[src/rtl/axis_fifo_pkt_writer.sv]
// Write-side packet framer: emits a sequence-tagged header word, then payload
// beats with an end-of-packet flag, truncating packets longer than MAX_BEATS.
module axis_fifo_pkt_writer #(
  parameter int DATA_W    = 32,
  parameter int MAX_BEATS = 256,
  parameter int CNT_W     = 16
) (
  input  logic              wclk,
  input  logic              wrst_n,
  input  logic              en,
  input  logic              s_tvalid,
  output logic              s_tready,
  input  logic [DATA_W-1:0] s_tdata,
  input  logic              s_tlast,
  output logic              fifo_wr_en,
  output logic [DATA_W:0]   fifo_wr_data,
  input  logic              fifo_full,
  output logic              busy,
  output logic [CNT_W-1:0]  pkt_cnt,
  output logic [CNT_W-1:0]  trunc_cnt
);

  localparam int BC_W = $clog2(MAX_BEATS + 1);

  typedef enum logic [1:0] {IDLE, HDR, DATA, DROP} state_e;

  state_e            state_q, state_d;
  logic [CNT_W-1:0]  seq_q, seq_d;
  logic [CNT_W-1:0]  pkt_q, pkt_d;
  logic [CNT_W-1:0]  trunc_q, trunc_d;
  logic [BC_W-1:0]   beat_q, beat_d;
  logic [DATA_W-1:0] hdr_word;
  logic              beat_last;
  logic              beat_acc;

  always_ff @(posedge wclk or negedge wrst_n) begin
    if (!wrst_n) begin
      state_q <= IDLE;
      seq_q   <= '0;
      pkt_q   <= '0;
      trunc_q <= '0;
      beat_q  <= '0;
    end else begin
      state_q <= state_d;
      seq_q   <= seq_d;
      pkt_q   <= pkt_d;
      trunc_q <= trunc_d;
      beat_q  <= beat_d;
    end
  end

  always_comb begin
    hdr_word              = '0;
    hdr_word[31:24]       = 8'hA5;
    hdr_word[CNT_W-1:0]   = seq_q;
  end

  assign beat_last = (beat_q == BC_W'(MAX_BEATS - 1));
  assign beat_acc  = s_tvalid && !fifo_full;

  always_comb begin
    state_d      = state_q;
    seq_d        = seq_q;
    pkt_d        = pkt_q;
    trunc_d      = trunc_q;
    beat_d       = beat_q;
    s_tready     = 1'b0;
    fifo_wr_en   = 1'b0;
    fifo_wr_data = '0;
    case (state_q)
      IDLE: begin
        // First beat is held by the source until the header is out.
        if (en && s_tvalid) state_d = HDR;
      end
      HDR: begin
        fifo_wr_en   = !fifo_full;
        fifo_wr_data = {1'b0, hdr_word};
        if (!fifo_full) begin
          beat_d  = '0;
          state_d = DATA;
        end
      end
      DATA: begin
        s_tready     = !fifo_full;
        fifo_wr_en   = beat_acc;
        fifo_wr_data = {s_tlast || beat_last, s_tdata};
        if (beat_acc) begin
          beat_d = beat_q + BC_W'(1);
          if (s_tlast) begin
            state_d = IDLE;
            seq_d   = seq_q + CNT_W'(1);
            pkt_d   = pkt_q + CNT_W'(1);
          end else if (beat_last) begin
            // Cut here; the tail of the packet is swallowed in DROP.
            state_d = DROP;
            seq_d   = seq_q + CNT_W'(1);
            pkt_d   = pkt_q + CNT_W'(1);
            trunc_d = trunc_q + CNT_W'(1);
          end
        end
      end
      DROP: begin
        s_tready = 1'b1;
        if (s_tvalid && s_tlast) state_d = IDLE;
      end
      default: state_d = IDLE;
    endcase
  end

  assign busy      = (state_q != IDLE);
  assign pkt_cnt   = pkt_q;
  assign trunc_cnt = trunc_q;

endmodule

[config.mk]
export PLATFORM = sky130hd
export DESIGN_NAME = axis_fifo_pkt_writer
export DESIGN_NICKNAME = d
export VERILOG_FILES = /design/src/rtl/axis_fifo_pkt_writer.sv
export SDC_FILE = /design/constraint.sdc
export NUM_CORES = 1
export LEC_CHECK = 0
export ABC_CLOCK_PERIOD_IN_PS = 5100
export CAP_MARGIN = 30
export CORE_MARGIN = 2
export CORE_UTILIZATION = 51
export CTS_BUF_LIST = sky130_fd_sc_hd__clkbuf_4 sky130_fd_sc_hd__clkbuf_8
export CTS_CLUSTER_SIZE = 40
export DETAILED_ROUTE_END_ITERATION = 16
export GPL_ROUTABILITY_DRIVEN = 1
export PLACE_DENSITY = 0.95
export SETUP_SLACK_MARGIN = 0.3
export SLEW_MARGIN = 30
export SYNTH_ARGS = -nofsm -noshare
export SYNTH_HDL_FRONTEND = slang
export SYNTH_SLANG_ARGS = --single-unit
[constraint.sdc]
create_clock -name wclk -period 5.1 [get_ports wclk]
set_input_delay 0.765 -clock wclk [delete_from_list [all_inputs] [get_ports wclk]]
set_output_delay 0.765 -clock wclk [all_outputs]
set_load 0.005 [all_outputs]
# Word level (Yosys, flattened, before mapping)
# Index checks and enable logic that the tools add are counted.
# W data, S select, Z words.
# classes
n_reduce_logical	13
addsub	4
n_bitwise	1
n_eq_ne	9
muxes	17
# op_table
op	count
$pmux W33 S2	1
$mux W16	4
$add A16 B1 Y16 const B	3
$mux W9	2
$pmux W9 S2	1
$mux W2	6
$add A9 B1 Y9 const B	1
$eq A9 B8 Y1 const B	1
$ne A2 B2 Y1 const B	4
$pmux W2 S4	1
$reduce_and A3 Y1	2
$reduce_bool A2 Y1	3
$reduce_and A5 Y1	1
$eq A2 B2 Y1 const B	2
$pmux W1 S2	2
$reduce_and A4 Y1	1
$logic_and A1 B1 Y1	3
$ne A3 B3 Y1 const B	1
$eq A2 B1 Y1 const B	1
$logic_not A2 Y1	1
$logic_not A1 Y1	1
$logic_or A1 B1 Y1	1
$not A1 Y1	1
# totals
in_bits	38
register_bits	59
wordCells	49
output_inout_bits	68

# Longest topological paths before layout
# Gate-level depths: netlist of the first run.
# depth
word_depth	5
ltp_mapped	9
mapped_depth_nobuf	8

# Least setup slack after synthesis of the first run
# Ideal clock, no wire load.
# synth_path
path_type	register -> output
startpoint	register state_q[0]
endpoint	output fifo_wr_data[0]
path_slack_ps	2651
arrival_time_ps	1684
stages_incl_launch_ff	8
n_path_buf	3
path_cell_list	dfrtp_1 -> inv_1 -> ha_1 -> buf_4 -> and2_1 -> clkbuf_1 -> clkbuf_1 -> a22o_1
# synth_via
elab_chain_len	2
# synth_rtl
item	line_no	rtl
from (decl)	27	state_e state_q, state_d;
from (signal assigned)	44	state_q <= state_d;
$eq A2 B2 Y1 / $eq A2 B1 Y1 (equally long branches)	70	case (state_q)
$pmux W33 S2 *	70	
to (decl)	16	output logic [DATA_W:0] fifo_wr_data,
# Mark *: on every way between the ends. The rest lies on a longest branch, timed or not.

# Worst setup path after layout of the first run
# Ends and elaborated chain as after synthesis.

==> results of run 1 <==
through the flow:
step | hold WS [ns] | setup slack (ns) | utilization (%)
floorplan | 0.442 | 2.65 | -
global placement | 0.458 | 1.83 | 71.3
detailed placement | 0.463 | 1.68 | 71.3
CTS | 0.481 | 1.31 | 74.6
global route | 0.500 | 1.14 | 74.6
finish | 0.476 | 1.33 | 74.6
where the power goes:
group	switching [W]	internal, W	total [W]
sequential	0.0000399	0.000501	0.000541
combinational	0.000244	0.000300	0.000544
clock	0.000184	0.000242	0.000426
total	0.000468	0.00104	0.00151
worst max-delay path, stage by stage (launching register included):
cell             delay, ns
dfrtp_1               0.43
inv_1                 0.11
ha_1                  0.77
and2_1                0.61
a22o_1                0.24
clkdlybuf4s50_1       0.50
cell usage after synthesis (3+ instances only):
master    instances
and2_1           18
dfrtp_1          59
mux2_2            3
nand4_1          13
nor3_1            4
and3_1            5
nor3b_1           3
nor2_1           22
clkbuf_1         11
o21ai_0           3
nand2b_1          4
a21oi_1           6
nand3_1          16
ha_1              9
a22o_1           19
xor2_1           20
inv_1             8
and4_1            3
nand2_1          18
nor2b_1           6
nor4_1            6
xnor2_1          31
kinds of logic after synthesis:
kind of cell | share of synthesized area (%)
xor+xnor | 14.0
simple gates | 22.8
fa+ha+maj | 3.54
flops | 46.4
mux | 1.69
compound gates | 8.85
buf+inv | 2.71
layer usage:
metal | vias up | global-route usage (%) | wire, um
li1 | 1302 | - | -
met1 | 1328 | 28.8 | 3340
met2 | 108 | 39.5 | 3870
met3 | 10 | 6.76 | 484
met4 | 0 | 8.49 | 111
met5 | - | 0 | 0
registers in the layout, summed over array words and instances (netlist names):
name,count
state_q,2
seq_q,16
pkt_cnt,16
trunc_cnt,16
beat_q,9
layout make-up:
type,count,area (um^2),share of cell area [%]
Inverter,8,30.0,0.672
Multi-Input combinational cell,229,1620,36.2
Clock buffer,11,145,3.25
Clock inverter,5,52.6,1.18
Sequential cell,59,1480,33.0
Tap cell,75,93.8,2.10
Timing Repair Buffer,106,1050,23.6
worst max-delay path by stage:
stage | endpoint | cells past startpoint | from | slack [ns]
2_1_floorplan | fifo_wr_data[0] | 7 | state_q[0] | 2.65
3_3_place_gp | fifo_wr_data[1] | 5 | state_q[0] | 1.83
3_5_place_dp | fifo_wr_data[6] | 5 | state_q[0] | 1.68
4_1_cts | fifo_wr_data[6] | 5 | state_q[0] | 1.31
5_1_grt | fifo_wr_data[6] | 5 | state_q[0] | 1.14
6_report | fifo_wr_data[0] | 5 | state_q[0] | 1.33
==> metrics.txt, run 1 <==
most frequent cells in the layout=clkdlybuf4s50_1 (104), dfrtp_1 (59), xnor2_1 (31); CP max FO=30; Synth-to-Final Area Change=40.5%; Core Footprint=5990 um^2; WHS Path Cells=1; Std-Cell Rows=28; RSZ-0062 raised after global routing=no; Power Density=338 nW/um^2; status=finished clean; initial antenna violation count=0; Hold Crit Class=reg2reg; ranking of synthesized cells by area=dfrtp_1 (46%), xnor2_1 (8.5%), xor2_1 (5.5%); cts repair resizes=0; DRT Pass-1 Iters=5; DP Area=4270 um^2; final hold violations=0; share of cells above drive strength 1=6.22%; vias in the first global route=2753; max frequency=265 MHz; final setup violation count=0; Ports=106; Non-Filler Instances=493; CTS buffer count=9; DRT Wirelength=7810 um; area share of the leading cell type in the synthesized netlist=46.4%; Final period util=74.0%; clock transition at the registers of the reported paths=0.07 ns; Req. time, crit path=4.34 ns; Period minus WS final=3.77 ns; Hold-fix buffers, CTS=0; Final Power=0.00151 W; detailed router's first-iteration violation count=102; H-Tree Depth=3; Clock Skew=0.00726 ns; crit end category=output port; Total GRT Usage=23.5%; hpwl dp=5750 um; final instance area=4470 um^2; commonest non-fill, non-tap cell in the layout=clkdlybuf4s50_1; Max Cap Violations=0; hold wc startpoint=pkt_cnt[15]; via count=2748; Initial Utilization=53.1%; post-route setup TNS=0 ns; peak supply drop=0.281 mV; Post CTS Setup Buffer Count=0; GRT overflow=0; ANT cells=0; Critical R2R Capture=pkt_cnt[13]; Clock Path Buffers=2; die area=6890 um^2; Seq cells post-synth=59; Fillers=415; Critical Path AT=3.01 ns; Worst R2R Start=state_q[0]; Final ANT Viol Nets=0; R2R depth=6; clk_lat worst skew=0.33 ns; cell taking the most area after synthesis=dfrtp_1; Worst Hold Path EP=pkt_cnt[15]; Vias/cell=5.57; largest net degree at the start of global routing=60; CTS Sinks=59; Netlist cell types=40; syn_area_per_cell=10.3 um^2; Worst Setup Path Type=reg2out; sequential area share after synthesis=46.4%; Die Width=83.0 um; Reg2Reg Setup Slack=2.39 ns; fin. max-slew vios=0; Worst setup SP type=flop; Synth async-reset ratio=100%; port buffer count=105; DRC=0; Syn Nets=356; CTS tree=done; Gate Count Post-Synth=309; CTS root buf=clkbuf_8; GPL Wtd Cong=0.821; Nets=460; yosys warns=0; worst rel slew slack=38.2%; EDFF count, synth=0; worst slew pin tran=0.927 ns; Cell Area, Synth=3180 um^2; Pleak=1.96 nW; WL/cell=15.8 um; DP Cell Count=477; DIE HEIGHT=83.0 um; first-pass GRT wire length=13200 um; top_reg_cell synth=dfrtp_1
Note: power is estimated with default switching activity, not from simulation.
==> run 2: changes to the inputs <==
- ABC_CLOCK_PERIOD_IN_PS: 5100 -> 3900
- CORE_UTILIZATION: 51 -> 47
- PLACE_DENSITY: 0.95 -> 0.9
- clock period: 5.1 -> 3.9 ns (I/O delays scaled with it)
==> run 2 against run 1 <==
- via count grew 0.22%
- critical path depth is the same
- non-clock buffer count grew 2
- cell area grew 1.1%
- die area grew 8.1%
- critical path type unchanged
==> metrics.txt, run 2 (synthesis results as in run 1) <==
Critical R2R Capture=seq_q[5] (was pkt_cnt[13]); Initial Utilization=49.3% (was 53.1%); CTS tree=done (unchanged); DRC=0 (unchanged); highest-delay cell along the critical path=and2_1 (was ha_1); port buffer count=105 (unchanged); die area=7440 um^2 (was 6890 um^2); Finished Core Util=70.0% (was 74.6%); commonest non-fill, non-tap cell in the layout=clkdlybuf4s50_1 (unchanged); vias in the first global route=2718 (was 2753); Clock Skew=0.00556 ns (was 0.00726 ns); Comb power frac=34.6% (was 36.0%); GPL Wtd Cong=0.853 (was 0.821); CTS Sinks=59 (unchanged); Worst Setup Path Type=reg2out (unchanged); ANT cells=0 (unchanged); initial antenna violation count=0 (unchanged); Final ANT Viol Nets=0 (unchanged); hpwl dp=5660 um (was 5750 um); Pleak=1.98 nW (was 1.96 nW); Period minus WS final=3.09 ns; Synth-to-Final Area Change=42.1% (was 40.5%); pre-CTS setup slack=1.17 ns (was 1.68 ns); Critical Path AT=2.51 ns (was 3.01 ns); largest net degree at the start of global routing=35 (was 60); CTS buffer count=9 (unchanged); first-pass GRT wire length=13100 um (was 13200 um); Min Hold Slack=0.234 ns (was 0.476 ns); detailed router's first-iteration violation count=167 (was 102); Nets=462 (was 460); CP max FO=16 (was 30); clk_lat worst skew=0.33 ns (about the same); Reg2Reg Setup Slack=1.54 ns (was 2.39 ns); crit end category=output port (unchanged); status=finished clean (unchanged); Core Footprint=6460 um^2 (was 5990 um^2); final hold violations=0 (unchanged); final instance area=4520 um^2 (was 4470 um^2); via count=2754 (was 2748); share of cells above drive strength 1=6.67% (was 6.22%); Max Cap Violations=0 (unchanged); worst slew pin tran=0.703 ns (was 0.927 ns); fin worst setup slack=0.805 ns (was 1.33 ns); Clock Power Share=31.1% (was 28.2%); GRT overflow=0 (unchanged); Worst setup SP type=flop (unchanged); peak supply drop=0.351 mV (was 0.281 mV); Die Width=86.3 um (was 83.0 um); Post CTS Setup Buffer Count=0 (unchanged); DRT Wirelength=7950 um (was 7810 um); Power Density=459 nW/um^2 (was 338 nW/um^2); Final period util=79.3%; Std-Cell Rows=29 (was 28); most frequent cells in the layout=clkdlybuf4s50_1 (104), dfrtp_1 (59), xnor2_1 (31) (unchanged); fin. max-slew vios=0 (unchanged); Hold-fix buffers, CTS=0 (unchanged); Ports=106 (unchanged); Total GRT Usage=22.3% (was 23.5%); crit path cell chain=inv_1, ha_1, and2_1, a22o_1, clkdlybuf4s50_1 (unchanged); R2R depth=8 (was 6); final setup violation count=0 (unchanged); Worst R2R Start=beat_q[0] (was state_q[0]); H-Tree Depth=3 (unchanged); Vias/cell=5.54 (was 5.57); Int Pwr=0.00145 W (was 0.00104 W); Hold Crit Class=in2async (was reg2reg); cts repair resizes=0 (unchanged); Net Sw Power=0.000623 W (was 0.000468 W); Sequential Power Share=34.3% (was 35.8%); post-route setup TNS=0 ns (unchanged); Clock Path Buffers=2 (unchanged); RSZ-0062 raised after global routing=no (unchanged); DIE HEIGHT=86.3 um (was 83.0 um); CTS root buf=clkbuf_8 (unchanged); fraction of power spent switching nets=30.0% (was 31.0%); WL/cell=16.0 um (was 15.8 um); max frequency=323 MHz; DP Area=4290 um^2 (was 4270 um^2); Req. time, crit path=3.31 ns (was 4.34 ns); clock transition at the registers of the reported paths=0.07 ns (about the same); DRT Pass-1 Iters=4 (was 5); max incr delay on CP=0.54 ns (was 0.77 ns); worst rel slew slack=53.0% (was 38.2%)
## run 2: power by group through the flow
stage	logic [W]	registers, W	clock network [W]
detailed placement	0.000719	0.000719	0
floorplan	0.000373	0.000708	0
global route	0.000793	0.000717	0.000680
CTS	0.000723	0.000711	0.000650
global placement	0.000687	0.000716	0
finish	0.000718	0.000712	0.000645
## run 2: worst max path at each step
stage	to	cells past startpoint	from	slack (ns)
final	fifo_wr_data[1]	5	state_q[1]	0.81
after global routing	fifo_wr_data[5]	5	state_q[0]	0.65
after CTS	fifo_wr_data[4]	5	state_q[1]	0.80
after detailed placement	fifo_wr_data[4]	5	state_q[1]	1.17
after global placement	s_tready	4	fifo_full	1.25
after floorplan	fifo_wr_data[0]	7	state_q[0]	1.63
## run 2: per-layer routing
layer	GRT usage [%]	wire length [um]	vias to the layer above
li1	-	-	1298
met1	27.3	3370	1333
met2	38.5	3940	111
met3	4.95	534	12
met4	8.24	116	0
met5	0	0	-
## run 2: cell type report
| cell class | count | area (um^2) |
|---|---|---|
| clock inverter | 4 | 72.6 |
| sequential | 59 | 1480 |
| multi-input combinational | 229 | 1620 |
| tap | 77 | 96.3 |
| fill | 472 | 1940 |
| inverter | 8 | 30.0 |
| clock buffer | 12 | 159 |
| timing repair buffer | 108 | 1070 |
## run 2: critical path, delay by kind of cell, from the launching register on
| kind | cells | cell delay, ns |
|---|---|---|
| AO/OA/AOI/OAI | 1 | 0.22 |
| flip-flops | 1 | 0.41 |
| adder cells (fa/ha/maj) | 1 | 0.36 |
| buffers and inverters | 2 | 0.65 |
| AND/OR/NAND/NOR | 1 | 0.54 |
## run 2: metrics by stage
stage | instances | total power, W
3_5_place_dp | 481 | 0.00144
3_3_place_gp | 481 | 0.00140
4_1_cts | 497 | 0.00208
2_1_floorplan | 309 | 0.00108
5_1_grt | 497 | 0.00219
6_report | 497 | 0.00207
==> run 3: changes to the inputs <==
- ABC_CLOCK_PERIOD_IN_PS: 3900 -> 2910
- clock period: 3.9 -> 2.91 ns (I/O delays scaled with it)
==> run 3 against run 2 <==
- clock-buffer cell count fell by 2
- cell area is 2.7% higher
- non-clock buffer count increased by 5
- combinational power up 60%
- register-to-register slack got worse by 0.94 ns
- sequential power up 34%
- critical path depth rose by 1
- clock skew up 0.0022 ns
- sequential share of layout area decreased by 0.83 points
- utilization increased by 1.9 points
- cell count increased by 1.4%
- clock power up 29%
- largest cell class unchanged
==> metrics.txt, run 3 (synthesis results as in run 1) <==
status=finished clean (unchanged); hpwl dp=5830 um (was 5660 um); Nets=469 (was 462); Req. time, crit path=2.47 ns (was 3.31 ns); max frequency=392 MHz; final setup violation count=0 (unchanged); ANT cells=0 (unchanged); Std-Cell Rows=29 (unchanged); Synth-to-Final Area Change=45.9% (was 42.1%); share of cells above drive strength 1=10.8% (was 6.67%); Max Cap Violations=0 (unchanged); Power Density=633 nW/um^2 (was 459 nW/um^2); peak supply drop=0.357 mV (was 0.351 mV); DRC=0 (unchanged); first-pass GRT wire length=13500 um (was 13100 um); CTS buffer count=9 (unchanged); DRT Pass-1 Iters=4 (unchanged); Ports=106 (unchanged); CP max FO=15 (was 16); Total GRT Usage=23.1% (was 22.3%); GRT overflow=0 (unchanged); CTS Sinks=59 (unchanged); Worst Setup Path Type=reg2out (unchanged); Comb power frac=39.2% (was 34.6%); detailed router's first-iteration violation count=169 (was 167); CTS root buf=clkbuf_8 (unchanged); via count=2776 (was 2754); highest-delay cell along the critical path=clkdlybuf4s50_1 (was and2_1); vias in the first global route=2715 (was 2718); DRT Wirelength=8360 um (was 7950 um); clock transition at the registers of the reported paths=0.07 ns (about the same); area of the multi-input gates=1680 um^2 (was 1620 um^2); H-Tree Depth=3 (unchanged); most frequent cells in the layout=clkdlybuf4s50_1 (104), dfrtp_1 (58), xnor2_1 (31) (was clkdlybuf4s50_1 (104), dfrtp_1 (59), xnor2_1 (31)); DP Area=4300 um^2 (was 4290 um^2); worst rel slew slack=51.8% (was 53.0%); Final period util=87.7%; crit path cell chain=inv_2, ha_2, buf_12, a21oi_1, nor3b_2, clkdlybuf4s50_1 (was inv_1, ha_1, and2_1, a22o_1, clkdlybuf4s50_1); Fillers=460 (was 472); Finished Core Util=71.9% (was 70.0%); GRT busiest layer=met2 (unchanged); initial antenna violation count=0 (unchanged); Critical Path AT=2.12 ns (was 2.51 ns); crit end category=output port (unchanged); Net Sw Power=0.000913 W (was 0.000623 W); Period minus WS final=2.55 ns; worst slew pin tran=0.721 ns (was 0.703 ns); Core Footprint=6460 um^2 (unchanged); fraction of power spent switching nets=31.1% (was 30.0%); max incr delay on CP=0.53 ns (was 0.54 ns); Worst setup SP type=flop (unchanged); storage element area=1480 um^2 (about the same); Clock Path Buffers=2 (unchanged); WP buf/inv=3 (was 2); Clock Power Share=28.4% (was 31.1%); WL/cell=16.6 um (was 16.0 um); Crit path max-delay family=buffers and inverters (unchanged); Pleak=2.02 nW (was 1.98 nW); clk_lat worst skew=0.33 ns (about the same); Die Width=86.3 um (unchanged); met3 usage=5.33% (was 4.95%); GPL Wtd Cong=0.832 (was 0.853); final instance area=4640 um^2 (was 4520 um^2); commonest non-fill, non-tap cell in the layout=clkdlybuf4s50_1 (unchanged); Vias/cell=5.51 (was 5.54); Hold Crit Class=in2async (unchanged); met1 GRT Util=29.9% (was 27.3%); die area=7440 um^2 (unchanged); final hold violations=0 (unchanged); Hold-fix buffers, CTS=0 (unchanged); Min Hold Slack=0.137 ns (was 0.234 ns); RSZ-0062 raised after global routing=yes (was no); post-route setup TNS=0 ns (unchanged); largest net degree at the start of global routing=31 (was 35); Sequential Power Share=32.4% (was 34.3%); Initial Utilization=49.3% (unchanged); Int Pwr=0.00203 W (was 0.00145 W); met2 usage=37.8% (was 38.5%); CTS tree=done (unchanged); Clock Skew=0.00779 ns (was 0.00556 ns); port buffer count=105 (unchanged); fin. max-slew vios=0 (unchanged); DIE HEIGHT=86.3 um (unchanged); Final ANT Viol Nets=0 (unchanged)
-- run 3: changes by cell type in the layout (fill, tap and decap cells not counted), moves of 2 or more --
cell / change
and2_1: -2
and2_4: +4
buf_4: +3
clkbuf_8: -2
clkinv_4: +2
ha_1: -5
ha_2: +3
ha_4: +2
-- run 3: power groups by stage --
stage          sequential [W]  clock (W)  combinational (W)
6_report             0.000954   0.000835            0.00115
5_1_grt              0.000962   0.000887            0.00125
4_1_cts              0.000950   0.000851            0.00106
3_5_place_dp         0.000963          0           0.000967
3_3_place_gp         0.000958          0           0.000924
2_1_floorplan        0.000949          0           0.000500
-- run 3: timing repair --
action                     CTS  global route
setup endpoints to repair   18            19
pin swaps                    2             1
buffers inserted             0             3
gates cloned                 2             1
gates resized for setup     14             6
-- run 3: metal layers --
layer	part of all wire [%]	vias up	wire, um
li1	-	1314	-
met1	43	1349	3580
met2	50	109	4150
met3	6.9	4	576
met4	0.61	0	51
met5	0	-	0
-- run 3: per-stage QoR --
step	std cells	setup WS, ns	total power, W
after floorplan	309	0.790	0.00145
after global placement	482	0.474	0.00188
after detailed placement	482	0.346	0.00193
after CTS	500	0.297	0.00286
after global routing	504	0.272	0.00310
final	504	0.358	0.00294
-- run 3: final timing paths --
check | startpoint | end | slack [ns] | cells after the start
worst max-delay path | state_q[0] | fifo_wr_en | 0.36 | 6
worst min-delay path | wrst_n | pkt_cnt[0] | 0.14 | 1
worst max register to register | state_q[0] | seq_q[7] | 0.60 | 7
worst min register to register | pkt_cnt[15] | pkt_cnt[15] | 0.48 | 1
max in group asynchronous | wrst_n | trunc_cnt[14] | 1.95 | 2
min in group wclk | pkt_cnt[15] | pkt_cnt[15] | 0.48 | 1
-- run 3: layout make-up --
type                            instances  area share, %
Clock buffer                           10           2.83
Clock inverter                          6           1.94
Inverter                                8          0.647
Multi-Input combinational cell        231           36.2
Sequential cell                        59           31.8
Tap cell                               77           2.07
Timing Repair Buffer                  113           24.5
